--- config.mk ---
export PLATFORM = sky130hd
export DESIGN_NAME = sync_fifo_flags
export DESIGN_NICKNAME = d
export VERILOG_FILES = /design/src/rtl/sync_fifo_flags.sv
export SDC_FILE = /design/constraint.sdc
export NUM_CORES = 1
export LEC_CHECK = 0
export BUFFER_PORTS_ARGS = -buffer_cell sky130_fd_sc_hd__buf_2
export CAP_MARGIN = 20
export CORE_UTILIZATION = 35
export DETAILED_ROUTE_END_ITERATION = 7
export GPL_TIMING_DRIVEN = 0
export PLACE_DENSITY = 0.51
export SYNTH_ARGS = -nofsm -noshare
export SYNTH_HDL_FRONTEND = slang
export SYNTH_SLANG_ARGS = --single-unit
--- constraint.sdc ---
create_clock -name clk -period 4.1 [get_ports clk]
set_input_delay 0.205 -clock clk [delete_from_list [all_inputs] [get_ports clk]]
set_output_delay 0.205 -clock clk [all_outputs]
set_load 0.05 [all_outputs]
--- src/rtl/sync_fifo_flags.sv ---
// Parametrised synchronous FIFO with occupancy count, almost-full/empty thresholds and sticky error flags.
// Define SYNC_FIFO_FWFT_EN for first-word-fall-through reads; default is a registered read port.
module sync_fifo_flags #(
  parameter int WIDTH     = 8,
  parameter int DEPTH     = 16,
  parameter int ADDR      = 4,
  parameter int AF_THRESH = 14,
  parameter int AE_THRESH = 2
) (
  input  logic             clk,
  input  logic             rst,
  input  logic             wr_en,
  input  logic             rd_en,
  input  logic [WIDTH-1:0] data_in,
  input  logic             clr_err,
  output logic [WIDTH-1:0] data_out,
  output logic             full,
  output logic             empty,
  output logic             almost_full,
  output logic             almost_empty,
  output logic [ADDR:0]    count,
  output logic             overflow,
  output logic             underflow
);

  localparam logic [ADDR-1:0] LAST_PTR = ADDR'(DEPTH - 1);
  localparam logic [ADDR:0]   DEPTH_C  = (ADDR + 1)'(DEPTH);
  localparam logic [ADDR:0]   AF_C     = (ADDR + 1)'(AF_THRESH);
  localparam logic [ADDR:0]   AE_C     = (ADDR + 1)'(AE_THRESH);

  logic [WIDTH-1:0] mem [DEPTH];
  logic [ADDR-1:0]  wr_ptr;
  logic [ADDR-1:0]  rd_ptr;
  logic             rd_acc;
  logic             wr_acc;

  // wr_en/rd_en are requests sampled at the rising edge; an operation takes effect only
  // when accepted (rd_acc/wr_acc), decided from pre-edge state. A full FIFO still accepts
  // a write if a read is accepted in the same cycle.
  assign rd_acc = rd_en && !empty;
  assign wr_acc = wr_en && (!full || rd_acc);

  assign full         = (count == DEPTH_C);
  assign empty        = (count == '0);
  assign almost_full  = (count >= AF_C);
  assign almost_empty = (count <= AE_C);

  function automatic logic [ADDR-1:0] ptr_inc(input logic [ADDR-1:0] p);
    return (p == LAST_PTR) ? '0 : p + 1'b1;
  endfunction

  always_ff @(posedge clk) begin
    if (wr_acc) mem[wr_ptr] <= data_in;
  end

  always_ff @(posedge clk or negedge rst) begin
    if (!rst) begin
      wr_ptr    <= '0;
      rd_ptr    <= '0;
      count     <= '0;
      overflow  <= 1'b0;
      underflow <= 1'b0;
    end else begin
      if (wr_acc) wr_ptr <= ptr_inc(wr_ptr);
      if (rd_acc) rd_ptr <= ptr_inc(rd_ptr);
      case ({wr_acc, rd_acc})
        2'b10:   count <= count + 1'b1;
        2'b01:   count <= count - 1'b1;
        default: count <= count;
      endcase
      // A new error in the same cycle as clr_err leaves the flag set.
      overflow  <= (wr_en && !wr_acc) || (overflow && !clr_err);
      underflow <= (rd_en && empty) || (underflow && !clr_err);
    end
  end

`ifdef SYNC_FIFO_FWFT_EN
  logic [WIDTH-1:0] hold_q;

  // Remembers the head word so data_out keeps showing it once the FIFO drains.
  always_ff @(posedge clk or negedge rst) begin
    if (!rst)        hold_q <= '0;
    else if (!empty) hold_q <= mem[rd_ptr];
  end

  assign data_out = empty ? hold_q : mem[rd_ptr];
`else
  always_ff @(posedge clk or negedge rst) begin
    if (!rst)        data_out <= '0;
    else if (rd_acc) data_out <= mem[rd_ptr];
  end
`endif

endmodule
======== Yosys cells after proc, flatten, opt, wreduce, memory -nomap -nowiden ========
Memories as Yosys holds them, arrays and structs flattened. A register that Yosys moved wholly into a read port is not among the register bits.
Cells that the tools add are included.
word-level totals
  bits in registers ....................... 15
  memory bits (writable) .................. 128
  input bits .............................. 13
  output and inout port bits .............. 19
  word-level logic and storage cells ...... 38
  memories kept ........................... 1
memories
  name  words  bits a word  rd ports  clocked after memory_dff  wr ports  line  text
  mem   16     8            1         1                         1         31    logic [WIDTH-1:0] mem [DEPTH];
cells by class
  add/sub/neg operators ................... 4
  order comparisons ....................... 2
  equal/unequal tests ..................... 5
  multiplexer cells ....................... 5
  reductions and logical operators ........ 16
operators by type and width
  operator               number
  $pmux W5 S2            1
  $add A4 B1 Y4 const B  2
  $eq A4 B4 Y1 const B   2
  $mux W4                2
  $logic_and A1 B1 Y1    6
  $add A5 B1 Y5 const B  1
  $eq A5 B5 Y1 const B   1
  $ge A5 B4 Y1 const B   1
  $le A5 B2 Y1 const B   1
  $logic_not A1 Y1       5
  $logic_not A5 Y1       1
  $sub A5 B1 Y5 const B  1
  $logic_or A1 B1 Y1     3
  $eq A2 B1 Y1 const B   1
  $eq A2 B2 Y1 const B   1
  $mux W1                2
  $reduce_bool A2 Y1     1

======== Longest topological paths before layout ========
  depth in word-level cells ............... 8
  depth in mapped cells ................... 13
  depth with buffers taken out ............ 9

======== Worst setup path before layout ========
Ideal clock, no wire load.
  path type ............................... register to output
  from .................................... register count[2]
  to ...................................... output port almost_empty
  data arrival time ....................... 3.280 ns
  slack ................................... 0.615 ns
  stages on the path, launching flop included .. 3
  path buffers ............................ 1
  cells stage by stage .................... dfrtp_1 -> clkbuf_1 -> a2111oi_0
between the ends
  cells in the longest elaborated chain, start to end .. 1
RTL lines
  item                      line  text
  start: declaration        21    output logic [ADDR:0] count,
  start signal: assignment  67    2'b10: count <= count + 1'b1;
  start signal: assignment  68    2'b01: count <= count - 1'b1;
  start signal: assignment  69    default: count <= count;
  $le A5 B2 Y1              46    assign almost_empty = (count <= AE_C);
  end: declaration          20    output logic almost_empty,
Every way passes these cells.

======== Worst setup path in the final report ========
  from .................................... register count[2]
  to ...................................... register count[4]
between the ends
  cells in the longest elaborated chain, start to end .. 7
  elaborated cells between the ends (all ways) .. 13
RTL lines
  item                                                      line  text
  $logic_not A5 Y1 *                                        44    assign empty = (count == '0);
  $logic_not A1 Y1 *                                        40    assign rd_acc = rd_en && !empty;
  $logic_and A1 B1 Y1 *                                     40
  via rd_acc                                                34    logic rd_acc;
  $logic_or A1 B1 Y1                                        41    assign wr_acc = wr_en && (!full || rd_acc);
  $logic_and A1 B1 Y1                                       41
  $eq A2 B1 Y1 / $eq A2 B2 Y1 (equally long branches)       66    case ({wr_acc, rd_acc})
  $pmux W5 S2 / $reduce_bool A2 Y1 (equally long branches)  -
Mark *: on every way through the listed nets, which the timed path passes. The rest lies on a longest branch.
A chain may end at the register's enable or synchronous reset.

==> results_dict.tcl <==
set metrics [dict create \
    fin_util 0.418 \
    finClkSkew_ns 0.00906 \
    post_synth.cell_area_avg_um2 16.0 \
    crit_chain "clkbuf_1, or4_4, buf_6, o21a_1, buf_2, ha_1, clkbuf_1, xor2_1, ha_1, nor2b_1, o21ai_0, a21oi_1, nor4b_1" \
    via_count 3476 \
    area_growth_pct 16.3 \
    drive_gt1_frac 0.175 \
    crit_type "flop to flop" \
    diodes 0 \
    synthArstFlopShare 0.152 \
    slowest_delay_ns 0.46 \
    netlist_instances 390 \
    hold_violations 0 \
    critPathArrivalTime_ns 3.74 \
    remaining_drc_errors 0 \
    wl_um 13500 \
    r2r_cells 13 \
    initial_utilization 0.360 \
    cts_tree "yes" \
    holdPathStages 2 \
    rsz0062_at_grt "false" \
    rows 48 \
    postCtsResizedCells 0 \
    hold_path_end "overflow$_DFF_PN0_" \
    syn_area_um2 6240 \
    fmax_mhz 290 \
    grt_pass1_vias 3475 \
    grt_antenna_before_repair 0 \
    report.final.slew_viol_count 0 \
    cp-start-kind "flop" \
    r2r_start "count[2]$_DFFE_PN0P_" \
    portBuffers 31 \
    num-nets-final 465 \
    postCtsSetupBuffers 0 \
    critPathCaptureType "flop" \
    p_leak_nw 2.58 \
    grt_pass1_wl_um 20300 \
    worst-r2r-setup-slack_ns 0.65 \
    grt.overflow.total 0 \
    die_area_um2 18400 \
    drt_first_iter_violations 253 \
    clock-sinks 151 \
    vias_per_cell 5.10 \
    ys_seq_elements 151 \
    worst_slew_pin_slew_ns 0.738 \
    clk_latency_ns 0.42 \
    place_hpwl_um 8810 \
    numPlacedInstances 648 \
    worstReg2RegEnd "count[4]$_DFFE_PN0P_" \
    syn-num-nets 412 \
    clk_pin_slew_ns 0.06 \
    routedWlPerCell_um 19.8 \
    clockRootBuffer "clkbuf_16" \
    cp_max_fo 11 \
    die_w_um 136 \
    cts_htree_levels 4 \
    setup_viol 0 \
    critPathRequiredTime_ns 4.40 \
    cap_violations 0 \
    ant_nets 0 \
    ios 32 \
    seq_area_frac_synth 0.708 \
    synth-edff-count 128 \
    globalplace.congestion 0.754 \
    placeableCoreArea_um2 17400 \
    grt_use_total 0.160 \
    yosys_warnings 0 \
    fin_crit_sh 0.840 \
    final_cells 681 \
    max_slew_margin 0.508 \
    p_per_area_nw_per_um2 707 \
    hold_class "input port to flop" \
    peakVddDrop_uv 362 \
    cts_buffers 17 \
    synth.distinct_cells 46 \
    min_from "wr_en" \
    fin_crit_ns 3.45 \
    status "finished, final reports clean" \
    dr.pass1.iters 4 \
    die_height_um 136 \
    clockBufferDepth 2 \
    postCtsHoldBufs 1 \
    ys.flop_type "edfxtp_1" \
    grt_max_degree 24 \
    cp_slowest_cell "or4_4" \
    fin_tns_setup_ns 0 \
]
==> state kept, by name, summed over array words and instances, names as in the netlist <==
name       cells
count          5
data_out       8
mem          128
overflow       1
rd_ptr         4
underflow      1
wr_ptr         4
==> synth_stat cells (2+ instances only) <==
cell type / n / area share
a21oi_1: 5 / 0.0040
a221oi_1: 8 / 0.011
a22o_1: 2 / 0.0028
a31oi_1: 8 / 0.0080
and2_1: 14 / 0.014
buf_1: 3 / 0.0018
buf_2: 8 / 0.0064
buf_6: 3 / 0.0054
clkbuf_1: 8 / 0.0048
dfrtp_1: 23 / 0.092
edfxtp_1: 128 / 0.62
ha_1: 9 / 0.018
inv_1: 7 / 0.0042
mux2_1: 2 / 0.0036
mux2i_1: 48 / 0.077
mux4_2: 8 / 0.029
nand2_1: 8 / 0.0048
nand3_1: 5 / 0.0040
nand3b_1: 2 / 0.0024
nor2_1: 24 / 0.014
nor2b_1: 4 / 0.0040
nor3_1: 3 / 0.0024
nor3b_1: 4 / 0.0048
o21a_1: 2 / 0.0024
o21ai_0: 13 / 0.010
o21ai_1: 2 / 0.0016
o22ai_1: 16 / 0.016
xnor2_1: 2 / 0.0028
xor2_1: 4 / 0.0056
==> layer usage <==
| layer | global-route usage | routed length [µm] | vias to the layer above |
|---|---|---|---|
| met1 | 0.208 | 6220 | 1781 |
| met2 | 0.255 | 6610 | 51 |
| met3 | 0.0438 | 458 | 19 |
| met4 | 0.0612 | 225 | 0 |
| li1 | - | - | 1625 |
| met5 | 0 | 0 | - |
==> report_power, final <==
group          internal (mW)  leakage (nW)  switching [mW]
clock                  0.886         0.251           0.585
sequential              1.88          1.43           0.125
combinational          0.569         0.905            1.08
==> through the flow <==
stage	setup WS, ns	instance area [µm²]	power [mW]	hold slack (ns)
after detailed placement	0.731	6700	3.71	0.225
after floorplan	0.615	6240	3.22	-0.0906
after CTS	0.655	7250	5.17	0.0518
after global routing	0.327	7250	5.38	0.0788
after global placement	0.646	6680	3.68	0.235
final	0.654	7250	5.13	0.0674
==> critical path, delay by kind of cell (launching register included) <==
family	cells	cell delay [ns]
DFF	1	0.37
xor gates and xnor gates	1	0.19
and+or+nand+nor	3	0.94
AOI/OAI and AO/OA	3	0.55
adders and majority gates	2	0.47
buffers and inverters	4	0.79
==> cell families after synthesis <==
kind of cell	share of synthesized area
DFF	0.708
and+or+nand+nor	0.0604
AOI/OAI and AO/OA	0.0710
muxes	0.111
buffers and inverters	0.0227
adders and majority gates	0.0180
xor gates and xnor gates	0.00842
==> placed cells by master, fill, tap and decap left out, drive strengths merged, types with 7 or more instances in the layout <==
master,netlist,routed
buf,14,47
mux4,8,8
a221oi,8,8
clkbuf,8,30
dfrtp,23,23
mux2i,48,48
o22ai,16,16
ha,9,9
edfxtp,128,128
nor2,24,24
a31oi,8,8
nand2,8,8
o21ai,15,15
inv,7,7
and2,14,14
==> final cells by class <==
class / count / area (µm²)
Fill cell: 1551 / 10100
Sequential cell: 151 / 4420
Multi-Input combinational cell: 210 / 1690
Clock buffer: 22 / 444
Tap cell: 225 / 282
Timing Repair Buffer: 34 / 178
Buffer: 22 / 115
Clock inverter: 10 / 105
Inverter: 7 / 26.3
==> worst max path at each step <==
stage	start	to	slack, ns
finish	count[2]$_DFFE_PN0P_	count[4]$_DFFE_PN0P_	0.65
global route	count[2]$_DFFE_PN0P_	count[4]$_DFFE_PN0P_	0.33
CTS	count[2]$_DFFE_PN0P_	count[4]$_DFFE_PN0P_	0.65
detailed placement	count[2]$_DFFE_PN0P_	count[4]$_DFFE_PN0P_	0.73
global placement	count[2]$_DFFE_PN0P_	count[4]$_DFFE_PN0P_	0.65
floorplan	count[2]$_DFFE_PN0P_	almost_empty	0.61
No activity file was read; power rests on OpenSTA's default activity.
